**src/rtl/mux_pkg.sv**
```systemverilog
// Shared definitions for arbitrated multiplexers: mode encodings and a
// rotating first-one search usable by any round-robin arbiter.
package mux_pkg;

  localparam logic MODE_RR    = 1'b0;
  localparam logic MODE_FIXED = 1'b1;

  // Widest request vector the search function handles.
  localparam int MAX_N = 32;

  // Returns the index of the first set bit of req[n-1:0], scanning
  // start, start+1, ..., n-1, 0, ..., start-1. Returns -1 when no bit is set.
  // The loop runs downward so the last hit written is the earliest in scan order.
  function automatic int rot_first_one(input logic [MAX_N-1:0] req,
                                       input int n,
                                       input int start);
    int result;
    int idx;
    result = -1;
    for (int k = MAX_N - 1; k >= 0; k--) begin
      if (k < n) begin
        idx = start + k;
        if (idx >= n) idx = idx - n;
        if (req[idx[4:0]]) result = idx;
      end
    end
    return result;
  endfunction

endpackage

```
**src/rtl/rr_arbiter.sv**
```systemverilog
// Combinational N-way arbiter: round-robin from ptr, or fixed priority with
// channel 0 highest. Produces a one-hot grant and its encoded index.
module rr_arbiter
  import mux_pkg::*;
#(
  parameter int N = 4,
  localparam int SELW = $clog2(N)
) (
  input  logic [N-1:0]    req,
  input  logic [SELW-1:0] ptr,
  input  logic            mode,
  output logic [N-1:0]    grant,
  output logic [SELW-1:0] idx,
  output logic            any
);

  logic [SELW-1:0] start;
  int              hit;

  // Pick the scan origin and search for the first requesting channel.
  always_comb begin
    start = (mode == MODE_FIXED) ? '0 : ptr;
    hit   = rot_first_one(MAX_N'(req), N, int'(start));
    any   = |req;
    idx   = any ? SELW'(hit) : '0;
    grant = any ? (N'(1) << idx) : '0;
  end

endmodule

```
**src/rtl/rr_mux_arb.sv**
```systemverilog
// N-channel arbitrated multiplexer with a single registered output stage.
// Holds the round-robin pointer, the output register and the data select.
module rr_mux_arb
  import mux_pkg::*;
#(
  parameter int W = 8,
  parameter int N = 4,
  localparam int SELW = $clog2(N)
) (
  input  logic              clk,
  input  logic              rst,
  input  logic              mode,
  input  logic [N-1:0]      in_valid,
  input  logic [N*W-1:0]    in_data,
  output logic [N-1:0]      in_ready,
  output logic              out_valid,
  output logic [W-1:0]      out_data,
  output logic [SELW-1:0]   out_sel,
  input  logic              out_ready
);

  logic [W-1:0]    chan_data [N];
  logic [N-1:0]    grant;
  logic [SELW-1:0] grant_idx;
  logic            grant_any;
  logic            load_en;

  logic            valid_reg, valid_next;
  logic [W-1:0]    data_reg, data_next;
  logic [SELW-1:0] sel_reg, sel_next;
  logic [SELW-1:0] ptr_reg, ptr_next;

  // Unflatten the channel data bus.
  for (genvar gi = 0; gi < N; gi++) begin : g_unpack
    assign chan_data[gi] = in_data[gi*W +: W];
  end

  rr_arbiter #(.N(N)) u_arb (
    .req   (in_valid),
    .ptr   (ptr_reg),
    .mode  (mode),
    .grant (grant),
    .idx   (grant_idx),
    .any   (grant_any)
  );

  // Output stage can take a word when empty or being drained this cycle.
  always_comb begin
    load_en  = !valid_reg | out_ready;
    in_ready = load_en ? grant : '0;
  end

  // Next-state for the output register and the round-robin pointer.
  always_comb begin
    valid_next = valid_reg;
    data_next  = data_reg;
    sel_next   = sel_reg;
    ptr_next   = ptr_reg;
    if (load_en) begin
      if (grant_any) begin
        valid_next = 1'b1;
        data_next  = chan_data[grant_idx];
        sel_next   = grant_idx;
        if (mode == MODE_RR) begin
          ptr_next = (grant_idx == SELW'(N - 1)) ? '0 : grant_idx + SELW'(1);
        end
      end else begin
        valid_next = 1'b0;
      end
    end
  end

  // State registers; reset discards any held word immediately.
  always_ff @(posedge clk or posedge rst) begin
    if (rst) begin
      valid_reg <= 1'b0;
      data_reg  <= '0;
      sel_reg   <= '0;
      ptr_reg   <= '0;
    end else begin
      valid_reg <= valid_next;
      data_reg  <= data_next;
      sel_reg   <= sel_next;
      ptr_reg   <= ptr_next;
    end
  end

  assign out_valid = valid_reg;
  assign out_data  = data_reg;
  assign out_sel   = sel_reg;

endmodule

```
**config.mk**
```make
export PLATFORM = sky130hd
export DESIGN_NAME = rr_mux_arb
export DESIGN_NICKNAME = d
export VERILOG_FILES = /design/src/rtl/mux_pkg.sv /design/src/rtl/rr_arbiter.sv /design/src/rtl/rr_mux_arb.sv
export SDC_FILE = /design/constraint.sdc
export NUM_CORES = 1
export LEC_CHECK = 0
export BUFFER_PORTS_ARGS = -buffer_cell sky130_fd_sc_hd__buf_2
export CAP_MARGIN = 5
export CORE_MARGIN = 5
export CORE_UTILIZATION = 48
export CTS_BUF_LIST = sky130_fd_sc_hd__clkbuf_4
export DETAILED_ROUTE_END_ITERATION = 8
export GPL_TIMING_DRIVEN = 0
export PLACE_DENSITY_LB_ADDON = 0.3
export SYNTH_ARGS = -nofsm -noshare
export SYNTH_HDL_FRONTEND = slang
export SYNTH_SLANG_ARGS = --single-unit
```
**constraint.sdc**
```tcl
create_clock -name clk -period 3.22 [get_ports clk]
set_clock_uncertainty 0.15 [all_clocks]
set_input_delay 0.322 -clock clk [delete_from_list [all_inputs] [get_ports clk]]
set_output_delay 0.322 -clock clk [all_outputs]
set_load 0.01 [all_outputs]
```
* Word-level counts from Yosys, hierarchy flattened
Index checks and enable logic that the tools add are counted.
** Operators by class
- Add/subtract/negate cells :: 8
- Reductions and logical operators :: 4
- Equal/unequal tests :: 1
- $lt $le $gt $ge :: 9
- Muxes and demuxes :: 25
- Bitwise gates (word level) :: 3
- Shifts and indexed selects :: 1
** Operators by type and width (count)
- 32-bit by 4-bit >= comparator with 1-bit output, second input constant :: 3
- 5-bit by 6-bit less-than comparator with 1-bit output, second input constant :: 4
- 1-bit binary-select mux with 5-bit select :: 4
- 5-bit two-way mux :: 4
- 8-bit binary-select mux with 2-bit select :: 1
- 8-bit two-way mux :: 2
- 2-bit two-way mux :: 7
- 3-bit by 3-bit subtractor with 4-bit output, second input constant :: 3
- 4-bit two-way mux :: 2
- 2-bit by 2-bit adder with 3-bit output, second input constant :: 2
- 1-bit two-way mux :: 5
- 4-bit OR reduction :: 1
- 1-bit by 2-bit left shift with 4-bit output, first input constant :: 1
- 2-bit by 3-bit subtractor with 4-bit output, second input constant :: 1
- 2-bit by 1-bit adder with 3-bit output, second input constant :: 1
- 2-bit by 3-bit >= comparator with 1-bit output, second input constant :: 1
- 3-bit >= comparator, second input constant :: 1
- 2-bit NOT with 3-bit output :: 1
- 3-bit AND reduction :: 1
- 2-bit by 1-bit adder with 2-bit output, second input constant :: 1
- 2-bit == test, second input constant :: 1
- 2-bit AND reduction :: 1
- 1-bit logical NOT :: 1
- 1-bit NOT :: 1
- 1-bit bitwise OR :: 1
** Word-level totals
- Bits of input ports :: 40
- Output and inout port bits :: 15
- Logic and storage cells :: 55
- Register bits after elaboration :: 13

* Depth between registers and ports, before layout
Gate-level depths: netlist of run 1.
- Depth in word-level cells :: 15
- Mapped depth :: 12
- Mapped depth without buffers :: 11

* Modules after synthesis
A second synthesis of run 1 with hierarchy kept.
** Unflattened totals
- Cells, all modules :: 97
- Area total of the unflattened synthesis :: 1093.5 µm²
** Modules (own cells, without submodules)
- rr_mux_arb :: sequential area each 325.3 µm², area an instance 728.2 µm², cells each 46, instances 1
- rr_arbiter :: sequential area each 0.0 µm², area an instance 365.4 µm², cells each 51, instances 1

* Worst setup path after synthesis of run 1
Ideal clock, no wire load.
- Path type :: reg2out
- Start :: register ptr_reg[0]
- End :: output in_ready[0]
- Data arrival time :: 2583 ps
- Required time :: 2748 ps
- Path slack :: 165 ps
- Buffers on the path :: 1
- Cell stages (with the launch flop) :: 12
- Cell sequence :: dfrtp_1 -> nor2b_4 -> inv_2 -> ha_1 -> mux2_2 -> o21ai_0 -> nand4_1 -> a22oi_2 -> buf_4 -> nand2_1 -> ha_1 -> and3_1
** Between the ends
- Cells in the longest elaborated chain, start to end :: 14
- Elaborated cells between the ends (all ways) :: 32
** RTL lines
- from (decl) :: RTL line rr_mux_arb.sv:31 : logic [SELW-1:0] ptr_reg, ptr_next;
- from (signal assigned) :: RTL line rr_mux_arb.sv:84 : ptr_reg <= ptr_next;
- 2-bit two-way mux (*) :: RTL line rr_arbiter.sv:22 : start = (mode == MODE_FIXED) ? '0 : ptr;
- 2-bit by 2-bit adder with 3-bit output :: RTL line mux_pkg.sv:22 : idx = start + k;
- 32-bit by 4-bit >= comparator with 1-bit output / 3-bit by 3-bit subtractor with 4-bit output (equally long branches) :: RTL line mux_pkg.sv:23 : if (idx >= n) idx = idx - n;
- 5-bit two-way mux :: RTL line mux_pkg.sv:23
- 1-bit binary-select mux with 5-bit select :: RTL line mux_pkg.sv:24 : if (req[idx[4:0]]) result = idx;
- 1-bit two-way mux (implied by the code) :: RTL line mux_pkg.sv:24
- 2-bit two-way mux (3 in a row) :: RTL line mux_pkg.sv:24
- 2-bit two-way mux (*) :: RTL line mux_pkg.sv:24
- 2-bit two-way mux (*) :: RTL line rr_arbiter.sv:25 : idx = any ? SELW'(hit) : '0;
- 1-bit by 2-bit left shift with 4-bit output (*) :: RTL line rr_arbiter.sv:26 : grant = any ? (N'(1) << idx) : '0;
- 4-bit two-way mux (*) :: RTL line rr_arbiter.sv:26
- 4-bit two-way mux (*) :: RTL line rr_mux_arb.sv:50 : in_ready = load_en ? grant : '0;
- to (decl) :: RTL line rr_mux_arb.sv:15 : output logic [N-1:0] in_ready,
Every way passes the cells marked *; elsewhere a longest branch is shown, timed or not. The select of a mux whose other input is x is not followed.

* Final worst setup path of run 1
- Start :: register ptr_reg[1]
- End :: output in_ready[0]
The elaborated chain is that of the path after synthesis.

==> out/metrics.yaml, run 1 <==
status: "finished clean"
ys_seq_elements: 13
ys_types: 37
antenna_cells: 0
final_antenna_net_count: 0
largest_reg_flops: 8
max_freq_ghz: 0.318
worstRegToRegCells: 10
core_area_um2: 2230
grt_max_degree: 14
rr_startpoint: "ptr_reg[1]"
htreeDepth: 1
power_frac_comb: 0.649
worstPathRequired_ns: 2.75
r2r_end: "out_data[1]"
syn-num-nets: 186
power.leakage_nw: 0.788
pwr-share-seq: 0.244
synth_top_area_share: 0.284
clkTransAtPathRegs_ns: 0.08
seq_area_frac_synth: 0.284
dp.cells: 225
synth_mux_area_frac: 0.0591
synth-adder-area-share: 0.0328
cap_violations: 0
worst_slew_pin_slew_ns: 0.491
critPathLaunchType: "flip-flop"
ys_warn_count: 0
instances_no_fill: 241
port_buffers: 54
synth_top_family_by_area: "compound AO/OA/AOI/OAI gates"
num_rows: 17
p_sw_mw: 0.462
yosys.cell_count.top_type: "nand2_1"
worst_path_most_repeated_cell: "ha_4"
syn_area_um2: 1140
cts-root-buf: "clkbuf_4"
maxSlewViolCount: 0
async_flop_share: 1.00
grt_overflow: 0
area_growth_pct: 42.7
hp-class: "in -> reg"
crit_chain: "nor2b_2 > ha_4 > mux2_4 > o211ai_1 > nand4_1 > a22oi_2 > buf_6 > nand2_4 > ha_4 > and3_1 > buf_2"
crit_path_end_kind: "output port"
rsz0062_at_grt: "yes"
chipWidth_um: 58.8
synth_area_leaders: "dfrtp_1, nand2_1, o21ai_0"
synth-simple-area-share: 0.264
synth.cells.most_frequent: "nand2_1, dfrtp_1, o21ai_0"
placed_area_um2: 1450
gp_congestion: 0.892
cts_buffer_depth: 2
drtIter0Drc: 68
setup_viol_count_final: 0
antenna_found_initial: 0
synth_ff_type: "dfrtp_1"
setup.worst_path.class: "reg -> out"
power_density_nw_per_um2: 647
arrival_ns: 2.67
die_area_um2: 3460
io_pins: 55
sw_frac_of_total: 0.437
post-route-util: 0.731
cts_tree: "built"
cpPeakStageDelay_ns: 0.42
r2r_slack_ns: 0.38
vias: 1393
grt_pass1_vias: 1279
grtUsageTotal: 0.211
critPathMaxFanout: 4
min_to: "out_valid"
ir_drop_mv: 0.387
clock_latency_ns: 0.28
design_area_um2: 1630
finalWirelength_mm: 3.68
post-route-period-util: 0.975
hold_path_depth: 3
p_int_mw: 0.594
grt_pass1_wl_mm: 5.66
hp-start: "in_valid[3]"
drc: 0
syn_area_per_cell_um2: 8.00
drive_gt1_frac: 0.437
via_per_inst: 5.78
synth_xor_area_frac: 0
synth-compound-area-share: 0.316
synth_cells: 143
die-height_um: 58.8
synth_edf_count: 0
max-slew-margin-rel: 0.673
cpMaxStageDelayCell: "dfrtp_2"
dp_hpwl_mm: 2.78
drt_first_pass_iters: 4
cts.sinks: 13
start_util: 0.512
routedWlPerCell_um: 15.3
numCtsBuffers: 3
final_hold_viol_count: 0
nNetsFinal: 257
yosysTopAreaCell: "dfrtp_1"
finalCriticalPeriod_ns: 3.14
clock_power_share: 0.107
==> stage by stage <==
stage / TNS (ns) / hold slack (ns) / worst slack (ns) / power, mW
2_1_floorplan: 0 / 0.0490 / 0.165 / 0.649
3_3_place_gp: -0.442 / 0.204 / -0.271 / 0.808
3_5_place_dp: -0.784 / 0.221 / -0.354 / 0.829
4_1_cts: 0 / 0.173 / 0.00585 / 1.00
5_1_grt: -0.0851 / 0.223 / -0.0675 / 1.13
6_report: 0 / 0.192 / 0.0800 / 1.06
==> routing by layer <==
layer | GRT usage | up-vias | routed length, um
met2 | 0.347 | 66 | 1840
li1 | - | 676 | -
met5 | 0 | - | 0
met3 | 0.0263 | 7 | 301
met1 | 0.274 | 644 | 1490
met4 | 0.0971 | 0 | 50
==> placed cells by master, fill, tap and decap left out, types with 2 or more instances in the layout <==
cell / n
clkbuf_4: 4
nand3_1: 8
ha_4: 2
o21ai_0: 11
nand2b_1: 4
a211oi_1: 8
o21ai_2: 2
buf_4: 11
a21oi_1: 8
a221oi_2: 2
nor2b_1: 2
mux2_2: 2
buf_2: 55
nor3_1: 3
mux2_4: 2
and3_1: 8
clkbuf_1: 4
o31ai_1: 7
dfrtp_1: 12
inv_1: 5
nand2_1: 22
nor2_1: 6
==> cell families (layout without fill, tap and decap cells) <==
kind of cell               after synthesis  after routing
muxes                                    5              5
adders and majority gates                3              3
buffers and inverters                   12             82
DFF                                     13             13
and+or+nand+nor                         61             61
AOI/OAI and AO/OA                       49             49
==> area by class of cell <==
cell class | count | area (um^2)
Clock buffer | 4 | 30.0
Multi-Input combinational cell | 118 | 821
Tap cell | 28 | 35.0
Sequential cell | 13 | 327
Buffer | 6 | 31.3
Inverter | 6 | 25.0
Timing Repair Buffer | 66 | 363
Fill cell | 190 | 602
==> power by group through the flow <==
| stage | clock [mW] | sequential, mW | combinational, mW |
|---|---|---|---|
| 5_1_grt | 0.120 | 0.263 | 0.748 |
| 3_5_place_dp | 0 | 0.270 | 0.558 |
| 2_1_floorplan | 0 | 0.289 | 0.360 |
| 6_report | 0.113 | 0.257 | 0.686 |
| 4_1_cts | 0.114 | 0.257 | 0.632 |
| 3_3_place_gp | 0 | 0.267 | 0.541 |
==> worst max-delay path, delay by kind of cell (launching register included) <==
kind            cells  cell delay [ns]
simple gates        4             0.50
fa+ha+maj           2             0.49
flops               1             0.42
compound gates      2             0.39
mux                 1             0.31
buf+inv             2             0.27
==> worst max path at each step <==
stage	to	cells past startpoint	from
CTS	in_ready[0]	12	ptr_reg[0]
global placement	in_ready[0]	13	mode
detailed placement	in_ready[0]	13	mode
floorplan	in_ready[0]	11	ptr_reg[0]
finish	in_ready[0]	11	ptr_reg[1]
global route	in_ready[0]	12	ptr_reg[0]
==> what timing repair did <==
item                                    4_1_cts  5_1_grt
resized for setup                             8        9
gates cloned                                  0        0
endpoints found under the setup margin        5        4
pin swaps                                     3        5
setup buffers                                 6        5
hold buffers                                  1        0
hold endpoints to repair                     13        0
(Power assumes the default switching activity.)
==> run 2: changes to the inputs <==
--- a/config.mk
+++ b/config.mk
@@ -15,2 +15,3 @@
 export PLACE_DENSITY_LB_ADDON = 0.3
+export RECOVER_POWER = 25
 export SYNTH_ARGS = -nofsm -noshare
==> constraint.sdc (replaced) <==
create_clock -name clk -period 3.22 [get_ports clk]
set_clock_uncertainty 0.15 [all_clocks]
set_input_delay 0.644 -clock clk [delete_from_list [all_inputs] [get_ports clk]]
set_output_delay 0.644 -clock clk [all_outputs]
set_load 0.01 [all_outputs]
==> out/metrics.yaml, run 2 (same netlist as run 1, synthesis figures left out) <==
cts_buffer_depth: 2  # unchanged
setup_tns_ns: -0.614  # -0.614 ns
antenna_found_initial: 0  # unchanged
htreeDepth: 1  # unchanged
largest_reg_flops: 8  # unchanged
cts_tree: "built"
gp_congestion: 0.927  # +3.9%
power_density_nw_per_um2: 662  # +2.2%
numCtsBuffers: 3  # unchanged
via_per_inst: 5.96  # +3.1%
layout_setup_ws_ns: -0.205  # -0.285 ns
rr_startpoint: "ptr_reg[0]"
worstPathRequired_ns: 2.43  # -0.32 ns
drt_first_pass_iters: 5  # +1
cts.sinks: 13  # unchanged
drc: 0  # unchanged
violations: "setup timing"
critPathMaxFanout: 6  # +2
dp_hpwl_mm: 2.80  # +1.0%
final_common_cell: "buf_2"
clkTransAtPathRegs_ns: 0.08  # about the same
final_antenna_net_count: 0  # unchanged
crit_buf_inv: 4  # +2
critical_path.top_delay_family: "simple AND/OR/NAND/NOR gates"
cpPeakStageDelay_ns: 0.31  # -0.11 ns
placed_area_um2: 1490  # +2.7%
clock_latency_ns: 0.29  # about the same
crit_path_end_kind: "output port"
die-height_um: 58.8  # unchanged
worst_slew_pin_slew_ns: 0.573  # +0.0825 ns
grt_overflow: 0  # unchanged
finalCriticalPeriod_ns: 3.43  # +0.285 ns
max-slew-margin-rel: 0.618  # -0.0547
setup.worst_path.class: "in -> out"
num_rows: 17  # unchanged
worstRegToRegCells: 11  # +1
instances_no_fill: 249  # +3.3%
port_buffers: 54  # unchanged
layout_common_cells: "buf_2, nand2_1, buf_4, dfrtp_1, o21ai_0"
core_area_um2: 2230  # unchanged
ctsHoldBuffers: 0  # -1
final_hold_viol_count: 0  # unchanged
power.leakage_nw: 0.843  # +7.1%
status: "finished, violations left"
io_pins: 55  # unchanged
drive_gt1_frac: 0.493  # +0.0566
vias: 1484  # +6.5%
cts-root-buf: "clkbuf_4"
grt_max_degree: 14  # unchanged
hp-class: "in -> async"
design_area_um2: 1770  # +8.2%
cpMaxStageDelayCell: "a21oi_1"
dpl_worst_slack_ns: -0.666  # -0.312 ns
start_util: 0.512  # unchanged
r2r_end: "out_data[1]"
report.power.total_mw: 1.17  # +11%
post-route-period-util: 1.06  # +0.0886
worst_path_most_repeated_cell: "ha_4"
critPathLaunchType: "input port"
area_growth_pct: 54.4
die_area_um2: 3460  # unchanged
fillCellCount: 162  # -15%
arrival_ns: 2.63  # -0.04 ns
grt_pass1_wl_mm: 6.13  # +8.2%
cap_violations: 0  # unchanged
grtUsageTotal: 0.224  # +0.0130
maxSlewViolCount: 0  # unchanged
ff_latch_area_um2: 328  # +0.38%
crit_chain: "buf_12 > nor2b_4 > inv_4 > ha_4 > buf_4 > nand2b_1 > a21oi_1 > o31ai_4 > nand2_2 > nand2_1 > ha_4 > and3_4 > buf_6"
grt_pass1_vias: 1411  # +10%
finalWirelength_mm: 4.07  # +10%
r2r_slack_ns: 0.33  # -0.05 ns
drtIter0Drc: 75  # +10%
chipWidth_um: 58.8  # unchanged
routedWlPerCell_um: 16.3  # +6.9%
dp.cells: 225  # unchanged
max_freq_ghz: 0.292  # -8.3%
multi_input_area_um2: 871  # +6.1%
setup_viol_count_final: 4  # +4
antenna_cells: 0  # unchanged
ir_drop_mv: 0.406  # +4.7%
rsz0062_at_grt: "yes"
nNetsFinal: 265  # +3.1%
[run 2: where the power goes]
part           switching (mW)  internal [mW]
logic                   0.413          0.383
clock network          0.0567         0.0567
registers              0.0332          0.225
[run 2: layer usage]
layer	vias to the layer above	wire (um)	GRT usage
met3	8	389	0.0241
met1	697	1580	0.283
met4	0	79	0.0809
met5	-	0	0
li1	697	-	-
met2	82	2020	0.391
[run 2: repair_timing]
| action | CTS | global route |
|---|---|---|
| setup buffers | 9 | 12 |
| setup endpoints to repair | 4 | 4 |
| resized for setup | 13 | 10 |
| pin swaps | 8 | 13 |
| gates cloned | 0 | 0 |
[run 2: worst max-delay path by stage]
stage | startpoint | cells past startpoint | slack [ns] | to
floorplan | mode | 11 | -0.1 | in_ready[0]
global placement | mode | 13 | -0.62 | in_ready[0]
detailed placement | mode | 13 | -0.67 | in_ready[0]
global route | mode | 13 | -0.26 | in_ready[0]
CTS | mode | 13 | -0.26 | in_ready[0]
finish | mode | 13 | -0.21 | in_ready[0]
[run 2: final cells by class]
| type | instances | share of cell area |
|---|---|---|
| Clock buffer | 4 | 0.0170 |
| Multi-Input combinational cell | 118 | 0.493 |
| Buffer | 5 | 0.0113 |
| Timing Repair Buffer | 75 | 0.259 |
| Sequential cell | 13 | 0.186 |
| Inverter | 6 | 0.0142 |
| Tap cell | 28 | 0.0198 |
[run 2: stage by stage]
step	utilization	hold slack, ns
after floorplan	-	0.366
after CTS	0.735	0.233
after detailed placement	0.666	0.315
final	0.790	0.211
after global placement	0.666	0.306
after global routing	0.790	0.261
==> run 3: changes to the inputs <==
CORE_ASPECT_RATIO = 1.2   (was not set)
CORE_UTILIZATION = 51   (was 48)
CTS_CLUSTER_DIAMETER = 80   (was not set)
clock period = 4.2 ns   (was 3.22 ns; I/O delays follow)
==> out/metrics.yaml, run 3 (same netlist as run 1, synthesis figures left out) <==
area_growth_pct: 36.5
start_util: 0.546  # +0.0340
chipWidth_um: 53.2  # -9.5%
cap_violations: 0  # unchanged
core_area_um2: 2090  # -6.2%
grtUsageTotal: 0.235  # +0.0109
port_buffers: 54  # unchanged
drc: 0  # unchanged
critical_path.top_delay_family: "buffers and inverters"
worstPathRequired_ns: 3.21  # +0.78 ns
finalWirelength_mm: 3.74  # -8.2%
final_hold_viol_count: 0  # unchanged
crit_chain: "clkbuf_4 > nor2b_4 > inv_4 > ha_4 > mux2_2 > o21ai_1 > nand4_1 > a22oi_2 > buf_6 > nand2_2 > ha_4 > and3_1 > buf_2"
max_freq_ghz: 0.243
arrival_ns: 3.12  # +0.49 ns
grt_overflow: 0  # unchanged
gp_congestion: 0.839  # -9.5%
highest_layer: "met4"
critPathLaunchType: "input port"
drive_gt1_frac: 0.403  # -0.0903
antenna_found_initial: 0  # unchanged
ir_drop_mv: 0.286  # -30%
grt_pass1_wl_mm: 5.82  # -5.0%
post-route-util: 0.746  # -0.0450
layout_common_cells: "buf_2, nand2_1, dfrtp_1, o21ai_0"
die-height_um: 61.9  # +5.2%
hp-start: "out_data[6]"
grt_pass1_vias: 1386  # -1.8%
io_pins: 55  # unchanged
htreeDepth: 1  # unchanged
nNetsFinal: 250  # -5.7%
finalCriticalPeriod_ns: 4.11
grt_max_degree: 14  # unchanged
hp-class: "reg -> reg"
cpPeakStageDelay_ns: 0.38  # +0.07 ns
power.leakage_nw: 0.750  # -11%
cts.sinks: 13  # unchanged
antenna_cells: 0  # unchanged
crit_buf_inv: 4  # unchanged
dp_hpwl_mm: 2.95  # +5.3%
final_antenna_net_count: 0  # unchanged
final_common_cell: "buf_2"
dr_wl_met2_mm: 2.01  # -0.49%
cts_tree: "built"
clock_latency_ns: 0.28  # about the same
setup.worst_path.class: "in -> out"
via_per_inst: 5.94  # -0.39%
worst_slew_pin_slew_ns: 0.574  # +0.00120 ns
rr_startpoint: "ptr_reg[0]"
crit_start: "mode"
routedWlPerCell_um: 15.8  # -3.1%
maxSlewViolCount: 0  # unchanged
max-slew-margin-rel: 0.616  # -0.00221
drtIter0Drc: 66  # -12%
vias: 1401  # -5.6%
power_density_nw_per_um2: 493  # -25%
critPathMaxFanout: 8  # +2
worst_path_most_repeated_cell: "ha_4"
cpMaxStageDelayCell: "mux2_2"
status: "finished clean"
report.power.total_mw: 0.770  # -34%
num_rows: 18  # +1
setup_tns_ns: 0  # +0.614 ns
cts_buffer_depth: 2  # unchanged
numCtsBuffers: 3  # unchanged
post-route-period-util: 0.978
die_area_um2: 3290  # -4.8%
crit_path_end_kind: "output port"
clkTransAtPathRegs_ns: 0.08  # about the same
dr_wl_met3_um: 284  # -27%
largest_reg_flops: 8  # unchanged
setup_viol_count_final: 0  # -4
fillCellCount: 171  # +5.6%
routedLengthMet1_mm: 1.32  # -17%
cts-root-buf: "clkbuf_4"
drt_first_pass_iters: 5  # unchanged
## run 3: final timing paths
kind,endpoint,slack [ns],cells past startpoint
max in group asynchronous,out_data[2],3.14,2
hold reg to reg,out_data[6],0.33,2
min in group asynchronous,out_sel[1],0.42,2
setup reg to reg,out_data[1],1.25,10
setup / recovery,in_ready[0],0.09,13
hold / removal,out_data[6],0.33,2
## run 3: layer usage
metal	up-vias	GRT usage
li1	665	-
met1	646	0.251
met2	73	0.440
met3	17	0.0286
met4	0	0.139
met5	-	0
## run 3: area by class of cell
| cell class | count | area, um^2 | area share |
|---|---|---|---|
| flip-flops and latches | 13 | 325 | 0.208 |
| inverters | 6 | 25.0 | 0.0160 |
| plain buffers | 6 | 31.3 | 0.0200 |
| well taps | 30 | 37.5 | 0.0240 |
| clock buffers | 4 | 30.0 | 0.0192 |
| multi-input cells | 118 | 802 | 0.514 |
| repair buffers | 59 | 310 | 0.199 |
## run 3: what timing repair did
item,in CTS,in global routing
gates resized for setup,4,8
setup endpoints to repair,4,3
hold buffers,0,0
buffers inserted,2,3
pin swaps,1,5
## run 3: through the flow
step / cell area [um^2] / worst slack (ns) / std cells / hold slack, ns
3_3_place_gp: 1450 / -0.294 / 227 / 0.308
2_1_floorplan: 1140 / 0.246 / 143 / 0.366
5_1_grt: 1560 / -0.0195 / 236 / 0.348
3_5_place_dp: 1450 / -0.450 / 227 / 0.312
4_1_cts: 1510 / 0.0306 / 233 / 0.331
6_report: 1560 / 0.0928 / 236 / 0.327
## run 3: worst min-delay path: cells and delay by family (launching register included)
| kind | cells | cell delay (ns) |
|---|---|---|
| AO/OA/AOI/OAI | 1 | 0.05 |
| flip-flops | 1 | 0.34 |
| AND/OR/NAND/NOR | 1 | 0.05 |
## run 3: power breakdown
group / total [mW] / switching [mW] / internal (mW) / leakage (nW)
clock: 0.0865 / 0.0432 / 0.0434 / 0.0184
combinational: 0.478 / 0.261 / 0.218 / 0.579
sequential: 0.206 / 0.0345 / 0.171 / 0.153
total: 0.770 / 0.338 / 0.432 / 0.750
